`src/rtl/fetch_pkg.sv`:
```
// fetch_pkg: shared widths, defaults and prefetch queue entry type for instruction fetch
package fetch_pkg;
  localparam int PC_WIDTH = 16;
  localparam int INSTR_WIDTH = 16;
  localparam logic [PC_WIDTH-1:0] PC_STEP = 16'd2;
  localparam logic [PC_WIDTH-1:0] DEFAULT_RESET_PC = 16'h0000;
  localparam logic [4:0] DEFAULT_HALT_OPCODE = 5'b11111;
  typedef struct packed {
    logic [PC_WIDTH-1:0] pc;
    logic [INSTR_WIDTH-1:0] instr;
  } entry_t;
endpackage

```
`src/rtl/fetch_queue.sv`:
```
// fetch_queue: synchronous prefetch FIFO of {pc, instr} entries with flush
// Ports: clk, reset (async, active-high); enq/din write, deq advances head,
// flush empties the queue and overrides enq/deq; full, empty, head (zero when empty).
module fetch_queue
  import fetch_pkg::*;
#(
  parameter int DEPTH = 2
) (
  input  logic   clk,
  input  logic   reset,
  input  logic   enq,
  input  logic   deq,
  input  logic   flush,
  input  entry_t din,
  output logic   full,
  output logic   empty,
  output entry_t head
);
  localparam int AW = $clog2(DEPTH);
  logic [AW-1:0] rd_ptr, wr_ptr;
  logic [AW:0] count;
  entry_t mem [DEPTH];
  logic do_enq, do_deq;
  assign full = count == (AW+1)'(DEPTH);
  assign empty = count == '0;
  assign do_deq = deq && !empty;
  // a full queue still accepts a write when its head leaves in the same cycle
  assign do_enq = enq && (!full || do_deq);
  assign head = empty ? '0 : mem[rd_ptr];
  always_ff @(posedge clk or posedge reset)
    if (reset) begin
      rd_ptr <= '0;
      wr_ptr <= '0;
      count <= '0;
    end else if (flush) begin
      rd_ptr <= '0;
      wr_ptr <= '0;
      count <= '0;
    end else begin
      if (do_enq) wr_ptr <= wr_ptr + AW'(1);
      if (do_deq) rd_ptr <= rd_ptr + AW'(1);
      count <= count + {{AW{1'b0}}, do_enq} - {{AW{1'b0}}, do_deq};
    end
  always_ff @(posedge clk)
    if (do_enq && !flush) mem[wr_ptr] <= din;
endmodule

```
`src/rtl/instruction_fetch_unit.sv`:
```
// instruction_fetch_unit: owns the PC, reads the instruction ROM and feeds decode through a prefetch queue
// Ports: clk, reset (async, active-high); imem_pc/imem_instruction to the ROM;
// if_valid/if_instruction/if_pc with id_ready to decode; redirect_valid/redirect_pc
// from branch resolution; halted and a saturating fetch_count for status.
module instruction_fetch_unit
  import fetch_pkg::*;
#(
  parameter logic [15:0] RESET_PC = DEFAULT_RESET_PC,
  parameter int QUEUE_DEPTH = 2,
  parameter logic [4:0] HALT_OPCODE = DEFAULT_HALT_OPCODE
) (
  input  logic        clk,
  input  logic        reset,
  output logic [15:0] imem_pc,
  input  logic [15:0] imem_instruction,
  output logic        if_valid,
  output logic [15:0] if_instruction,
  output logic [15:0] if_pc,
  input  logic        id_ready,
  input  logic        redirect_valid,
  input  logic [15:0] redirect_pc,
  output logic        halted,
  output logic [15:0] fetch_count
);
  localparam logic [0:0] FETCH = 1'b0;
  localparam logic [0:0] HALTED = 1'b1;
  logic [0:0] state;
  logic [15:0] pc;
  logic full, empty, enq, deq;
  entry_t head;
  assign imem_pc = pc;
  assign if_valid = !empty;
  assign {if_pc, if_instruction} = head;
  assign halted = state == HALTED;
  assign deq = if_valid && id_ready;
  // a redirect discards whatever would have been captured this cycle
  assign enq = state == FETCH && (!full || deq) && !redirect_valid;
  fetch_queue #(.DEPTH(QUEUE_DEPTH)) u_queue (
    .clk(clk),
    .reset(reset),
    .enq(enq),
    .deq(deq),
    .flush(redirect_valid),
    .din('{pc: pc, instr: imem_instruction}),
    .full(full),
    .empty(empty),
    .head(head)
  );
  always_ff @(posedge clk or posedge reset)
    if (reset) begin
      pc <= RESET_PC;
      state <= FETCH;
      fetch_count <= '0;
    end else if (redirect_valid) begin
      pc <= redirect_pc & ~16'h0001;
      state <= FETCH;
    end else if (enq) begin
      pc <= pc + PC_STEP;
      fetch_count <= fetch_count + {15'd0, fetch_count != 16'hFFFF};
      if (imem_instruction[15:11] == HALT_OPCODE) state <= HALTED;
    end
endmodule

```
`config.mk`:
```
export PLATFORM = sky130hd
export DESIGN_NAME = instruction_fetch_unit
export DESIGN_NICKNAME = d
export VERILOG_FILES = /design/src/rtl/fetch_pkg.sv /design/src/rtl/fetch_queue.sv /design/src/rtl/instruction_fetch_unit.sv
export SDC_FILE = /design/constraint.sdc
export NUM_CORES = 1
export LEC_CHECK = 0
export ABC_CLOCK_PERIOD_IN_PS = 9900
export CORE_UTILIZATION = 54
export DETAILED_ROUTE_END_ITERATION = 7
export PLACE_DENSITY = 0.9
export SLEW_MARGIN = 20
export SYNTH_ARGS = -nofsm -noshare
export SYNTH_HDL_FRONTEND = slang
export SYNTH_SLANG_ARGS = --single-unit
```
`constraint.sdc`:
```
create_clock -name clk -period 9.9 [get_ports clk]
set_input_delay 1.98 -clock clk [delete_from_list [all_inputs] [get_ports clk]]
set_output_delay 1.98 -clock clk [all_outputs]
set_load 0.02 [all_outputs]
```
* Word-level counts from Yosys, hierarchy flattened
Memory sizes are Yosys's and may differ from the RTL's. Index checks and enable logic that the tools add are counted.
Storage, ports and cells: register bits after elaboration 37, latch bits 0, bits in writable memories 64, ROM bits 0, bits of input ports 36, output and inout port bits 66, word-level logic and storage cells 49, memories kept 1
Operators by class: add/sub/neg operators 6, $mul 0, div/mod/pow operators 0, $lt $le $gt $ge 0, equality and inequality tests 3, shifts and indexed selects 0, multiplexer cells 13, bitwise operators 2, reductions and logical operators 18
Memories:
- u_queue.mem | words 2, width 32, rd ports 1, clocked after Yosys merged registers in 0, wr ports 1, line fetch_queue.sv:22 | entry_t mem [DEPTH];
Operators with widths (count):
- $mux W16 | 2
- $mux W32 | 1
- $add A16 B1 Y16 | 1
- $add A16 B2 Y16 const B | 1
- $ne A16 B16 Y1 const B | 1
- $mux W1 | 9
- $reduce_bool A2 Y1 | 4
- $logic_and A1 B1 Y1 | 6
- $eq A5 B5 Y1 const B | 1
- $reduce_and A2 Y1 | 2
- $logic_not A1 Y1 | 3
- $add A1 B1 Y1 const B | 2
- $add A2 B1 Y2 | 1
- $eq A2 B2 Y1 const B | 1
- $logic_not A2 Y1 | 1
- $logic_or A1 B1 Y1 | 2
- $mux W2 | 1
- $not A1 Y1 | 2
- $sub A2 B1 Y2 | 1

* Logic depth before layout (Yosys ltp)
depth in word-level cells 10, gate-level depth with buffers 9, depth with buffers taken out 9

* Modules after synthesis
A second synthesis with hierarchy kept.
Unflattened totals: cells, all modules 348, area total of the unflattened synthesis 4505.6 µm²
Modules (own cells, without submodules):
- fetch_queue | times used 1, cells an instance 163, area an instance 2663.8 µm², sequential area each 2021.9 µm²
- instruction_fetch_unit | times used 1, cells an instance 185, area an instance 1841.8 µm², sequential area each 800.8 µm²

* Least setup slack after synthesis
No wires, ideal clock.
path kind input-to-reg, start in redirect_valid, end mem u_queue.mem[0][0] (netlist bit) (enable), arrival 5.184 ns, required time 9.403 ns, path slack 4.218 ns, stages 2, cells stage by stage clkbuf_1 nor4_1
Between the ends: longest elaborated chain between the ends 6
RTL lines:
- start: declaration | line instruction_fetch_unit.sv:20 | input logic redirect_valid,
- $logic_not A1 Y1 (*) | line fetch_queue.sv:45, instruction_fetch_unit.sv:37
- $logic_and A1 B1 Y1 | line instruction_fetch_unit.sv:37 | assign enq = state == FETCH && (!full || deq) && !redirect_valid;
- $logic_and A1 B1 Y1 | line fetch_queue.sv:28 | assign do_enq = enq && (!full || do_deq);
- $logic_and A1 B1 Y1 (*) | line fetch_queue.sv:45 | if (do_enq && !flush) mem[wr_ptr] <= din;
- $mux W1 (*) | line fetch_queue.sv:45
- $mux W1 (implied by the code) (*) | line fetch_queue.sv:45
- end: declaration | line fetch_queue.sv:22
Mark *: on every way between the ends. The rest lies on a longest branch, timed or not.

* Worst setup path after layout
start reg u_queue.rd_ptr, end out if_pc[6]
Between the ends: longest elaborated chain between the ends 2
RTL lines:
- start: declaration | line fetch_queue.sv:20 | logic [AW-1:0] rd_ptr, wr_ptr;
- start signal: assignment | line fetch_queue.sv:41 | if (do_deq) rd_ptr <= rd_ptr + AW'(1);
- $mem_v2 Z2 W32
- $mux W32 | line fetch_queue.sv:29 | assign head = empty ? '0 : mem[rd_ptr];
- end: declaration | line instruction_fetch_unit.sv:18 | output logic [15:0] if_pc,
No other way between the ends.

==> results.yml <==
clock_tree:
  htreeDepth: 3
  clock-sinks: 98
  postCtsSetupBuffers: 0
  cts_root_buffer: "clkbuf_8"
  cts_resized: 0
  clkTransAtPathRegs_ns: 0.09
  ctsHoldBuffers: 0
  cts_made_buffers: 9
  clk_path_buf_depth: 2
  cts_tree: "built"
  clk_latency_ns: 0.36
timing:
  finalSetupViolCount: 0
  finalClockSkew_ns: 0.00906
  worst_slew_pin_slew_ns: 1.02
  slew_headroom_pct: 32.1
  finalHoldViolCount: 0
  fmax_mhz: 232
  fin_crit_ns: 4.31
  slew_viol_final: 0
  rsz0062_at_grt: "no"
  finalCritPeriodShare_pct: 43.6
  tns_ns: 0
die:
  die_w_um: 91.6
  ios: 102
  core_um2: 7730
  die_area_um2: 8380
  initial_core_util_pct: 56.0
  rows: 32
  die_height_um: 91.6
synth:
  synth-async-reset-ratio_pct: 36.7
  synth_area_leaders: "edfxtp_1 43%, dfrtp_1 21%, mux2i_1 8.1%, xnor2_1 4.7%, nor2_1 3.7%"
  yosysMostFrequentCell: "edfxtp_1"
  synth.cells.most_frequent: "62 x edfxtp_1, 43 x nor2_1, 36 x dfrtp_1, 35 x mux2i_1, 23 x xnor2_1"
  yosys.area.top_type_share_pct: 43.0
  synthFlopType: "edfxtp_1"
  avgSynthCellArea_um2: 13.0
  synth-seq-cells: 98
  synth_edf_count: 62
  ys_seq_area_share_pct: 63.8
  post_synth_instance_area_um2: 4330
  ys_types: 39
  synth_area_leader_cell: "edfxtp_1"
  ys_warn_count: 0
  netlist_instances: 333
flow_run:
  drv_cap: 0
placement:
  portBuffers: 98
  post-place-cells: 525
  hpwl_mm: 6.01
  dpl_cell_area_um2: 5430
  gp_congestion: 0.746
global_routing:
  grt-ovfl-total: 0
  grt_pass1_vias: 2978
  grt_pass1_wl_mm: 14.4
  grt_use_total_pct: 22.5
  antenna_found_initial: 0
  grt_max_degree: 42
pwr:
  clockPowerShare_pct: 18.6
  power.internal_w: 0.000828
  p_sw_share_pct: 35.8
  power_switching_w: 0.000462
  cellPowerDensity_nw_per_um2: 230
  ir_worst_vdd_v: 0.000146
  p_seq_share_pct: 45.1
  p_leak_nw: 2.07
  pwr-share-comb_pct: 36.3
layout:
  drive_above_1_share_pct: 7.74
  nets: 476
  fin_cells: 541
  n_antenna_cell: 0
  multi_input_area_um2: 1490
  regArea_um2: 2760
  fin_area_um2: 5620
  areaGrowthSynthToFinish_pct: 29.7
  fillers: 510
  postLayoutCoreUtil_pct: 72.7
worst_setup_path:
  reg2reg_depth: 4
  cp_num_cells: 3
  cp_slowest_cell: "dfrtp_2"
  critPathArrivalTime_ns: 2.33
  crit_chain: "mux2i_1 > nor2_1 > clkdlybuf4s50_1"
  rrSetupSlack_ns: 7.40
  crit_family: "flip-flops"
  critPathMaxFanout: 32
  cp-end-kind: "output pin"
  worstReg2RegStart: "u_queue.count[0]$_DFF_PP0_"
  critical_path_required_ns: 7.92
  worst-path-buf-inv: 1
  slowest_delay_ns: 1.01
  worst_setup_path_start_kind: "flip-flop"
  path_class: "reg2out"
  reg2reg_to: "u_queue.mem[1][4]$_DFFE_PP_"
routing:
  dr_total_vias: 2892
  viasPerCell: 5.35
  antenna_left: 0
  drt_iter0_drc: 102
  drc: 0
  wirelength_mm: 8.70
  firstDrtPassIters: 4
  post_drt_wl_per_cell_um: 16.1
hold_path:
  hold_depth: 1
  holdPathEnd: "fetch_count[10]$_DFFE_PP0P_"
  min_from: "fetch_count[10]$_DFFE_PP0P_"
  hp-class: "reg2reg"
outcome:
  outcome: "finished, final reports clean"
-- sequential cells by signal (all words and copies together), names as in the netlist --
register and flops:
halted 1, fetch_count 16, imem_pc 15, u_queue.count 2
u_queue.rd_ptr 1, u_queue.wr_ptr 1, u_queue.mem 62
-- how the worst max path moves through the flow --
stage	startpoint	end	slack, ns
floorplan	redirect_valid	u_queue.mem[0][0]$_DFFE_PP_	4.22
global placement	redirect_valid	u_queue.mem[0][13]$_DFFE_PP_	5.45
detailed placement	id_ready	u_queue.mem[1][13]$_DFFE_PP_	5.36
CTS	u_queue.rd_ptr$_DFFE_PP0P_	if_pc[12]	5.57
global route	u_queue.rd_ptr$_DFFE_PP0P_	if_pc[2]	5.48
finish	u_queue.rd_ptr$_DFFE_PP0P_	if_pc[6]	5.59
-- cell type report --
| class | instances | share of cell area (%) |
|---|---|---|
| clock buffers | 9 | 2.21 |
| clock inverters | 7 | 1.18 |
| inverters | 8 | 0.535 |
| multi-input cells | 214 | 26.5 |
| flip-flops and latches | 98 | 49.2 |
| well taps | 102 | 2.27 |
| repair buffers | 103 | 18.1 |
-- cells by family (layout without fill, tap and decap cells) --
kind of cell / after synthesis / after routing / synth area share, %
mux: 37 / 37 / 8.61
simple gates: 125 / 125 / 15.7
buf+inv: 22 / 127 / 2.37
xor+xnor: 27 / 27 / 5.46
flops: 98 / 98 / 63.8
compound gates: 17 / 17 / 2.25
other cells: 1 / 2 / 0.0866
fa+ha+maj: 6 / 6 / 1.73
-- metrics by stage --
stage	total power, W	worst slack (ns)	hold slack [ns]
2_1_floorplan	0.000847	4.22	0.523
3_3_place_gp	0.00104	5.45	0.478
3_5_place_dp	0.00106	5.36	0.488
4_1_cts	0.00130	5.57	0.510
5_1_grt	0.00136	5.48	0.543
6_report	0.00129	5.59	0.507
-- cell usage in the layout, fill, tap and decap left out, drive strengths merged, types with 2 or more instances in the layout --
cell and n:
mux2 2, clkinv 6, nand2 21, conb 2, nor2b 4, nor2 44
o21ai 12, nor3 10, clkdlybuf4s50 98, and2 3, and3 7, edfxtp 62
nor4 6, ha 6, inv 9, xnor2 23, mux2i 35, xor2 4
dfrtp 36, buf 5, nand2b 2, nand4 11, nand3 13, clkbuf 9
-- power groups by stage --
stage | combinational, W | clock, W | sequential (W)
after floorplan | 0.000266 | 0 | 0.000581
after global placement | 0.000460 | 0 | 0.000585
after detailed placement | 0.000471 | 0 | 0.000591
after CTS | 0.000473 | 0.000246 | 0.000582
after global routing | 0.000505 | 0.000261 | 0.000592
final | 0.000468 | 0.000240 | 0.000582
-- per-layer routing --
metal  global-route usage [%]  vias up  part of all wire (%)  routed length, um
li1                         -     1391                     -                  -
met1                     27.9     1399                    42               3640
met2                     38.5       89                    51               4440
met3                     4.02       13                   5.6                488
met4                     9.92        0                   1.5                133
met5                        0        -                     0                  0
No activity file was read; power rests on OpenSTA's default activity.
==> RTL change: new RTL, same flow settings <==
Change the parameter `QUEUE_DEPTH` from 2 to 4.
--- a/src/rtl/instruction_fetch_unit.sv
+++ b/src/rtl/instruction_fetch_unit.sv
@@ -6,7 +6,7 @@
   import fetch_pkg::*;
 #(
   parameter logic [15:0] RESET_PC = DEFAULT_RESET_PC,
-  parameter int QUEUE_DEPTH = 2,
+  parameter int QUEUE_DEPTH = 4,
   parameter logic [4:0] HALT_OPCODE = DEFAULT_HALT_OPCODE
 ) (
   input  logic        clk,
Formal check against the unedited RTL: not equivalent (Yosys sat finds a counterexample within 4 cycles, from zero or initial values and one cycle with reset high).
==> RTL change against the unedited design <==
Total power increased by 76%. Worst setup slack lost 0.27 ns. Final area is 52% higher. Core utilization shrank 2.2 points. Final cell count grew 29%. Clock skew decreased by 0.0012 ns. Routed wire length up 60%. Fmax decreased by 6.0%. Combinational power increased by 48%. Sequential cell count is 65 higher. Synthesized area up 57%. Hold slack got worse by 0.0040 ns. Critical endpoint unchanged. Largest cell class unchanged.
==> RTL change: results (changes against the unedited design) <==
[synthesis]
synth-seq-area-share = 0.692  ; was 0.638
synth.avg_cell_area_sq_um = 16.6  ; was 13.0 sq um
synthArstFlopShare = 0.239  ; was 0.367
synth_edf_count = 124  ; was 62
synth_cell_type_count = 44  ; was 39

[placed_design]
placed_area_sq_mm = 0.00796  ; was 0.00543 sq mm
finalWeightedCongestion = 0.782  ; was 0.746

[power]
power_switching_mw = 0.696  ; was 0.462 mW
ir_worst_vdd_uv = 159  ; was 146 uV

[grt]
grt_max_degree = 40  ; was 42
grt_pass1_vias = 4257  ; was 2978
grt_usage = 0.234  ; was 0.225

[cells_and_area]
nets = 561  ; was 476
largest_register_ffs = 124  ; was 62
drive_gt1_frac = 0.150  ; was 0.0774
stdcell_count = 696  ; was 541
fillers = 770  ; was 510

[worst_setup_path]
worst-r2r-setup-slack_ns = 6.91  ; was 7.40 ns
cp_max_fo = 33  ; was 32
arrival_ns = 2.61  ; was 2.33 ns
startpoint = u_queue.rd_ptr[0]  ; was u_queue.rd_ptr
max_stage_delay_ns = 0.86  ; was 1.01 ns
slowest_stage = dfrtp_4  ; was dfrtp_2

[detailed_routing]
drt_iter0_drc = 308  ; was 102
viasPerCell = 5.67  ; was 5.35

[worst_hold_path]
min_from = fetch_count[5]  ; was fetch_count[10]

[outcome]
status = finished, final reports clean  ; unchanged

[timing]
hold_ws_ns = 0.503  ; was 0.507 ns

[clock_network]
numCtsBuffers = 17  ; was 9

## RTL change: changes by cell type in the layout (fill, tap and decap cells not counted), sizes merged, moves of 5 or more
cell      unedited run  this run
mux4                 0        31
and2                 3        37
nand4               11         3
edfxtp              62       124
mux2i               35         3
nor2                44        13
nor3                10         5
clkinvlp             0         5
clkbuf               9        17
## RTL change: worst paths after layout
check	depth (start not counted)	end
setup / recovery	3	if_pc[6]
hold / removal	1	fetch_count[5]
setup reg to reg	10	u_queue.count[2]
hold reg to reg	1	fetch_count[5]
max in group asynchronous	3	u_queue.rd_ptr[0]
min in group asynchronous	3	fetch_count[14]
## RTL change: layout make-up
| class | count | area (sq um) | area share |
|---|---|---|---|
| Sequential cell | 163 | 4700 | 0.551 |
| Multi-Input combinational cell | 220 | 1980 | 0.232 |
| Timing Repair Buffer | 105 | 1030 | 0.121 |
| Clock buffer | 17 | 425 | 0.0498 |
| Tap cell | 168 | 210 | 0.0246 |
| Clock inverter | 15 | 156 | 0.0183 |
| Inverter | 8 | 30.0 | 0.00352 |
## RTL change: power groups by stage
stage / sequential (mW) / combinational, mW / clock (mW)
after floorplan: 0.930 / 0.419 / 0
after global placement: 0.945 / 0.680 / 0
after detailed placement: 0.954 / 0.695 / 0
after CTS: 0.944 / 0.701 / 0.646
after global routing: 0.958 / 0.741 / 0.672
final: 0.943 / 0.692 / 0.636
## RTL change: cell families after synthesis
group	synth area share
and+or+nand+nor	0.107
adders and majority gates	0.0195
AOI/OAI and AO/OA	0.0181
buffers and inverters	0.0171
xor gates and xnor gates	0.0348
muxes	0.111
DFF	0.692
other	0.000552
## RTL change: per-layer routing
metal	share of wire	GRT usage	vias up
met2	0.51	0.388	158
met4	0.016	0.115	0
met3	0.079	0.0789	20
met1	0.39	0.275	2006
met5	0	0	-
li1	-	-	1762
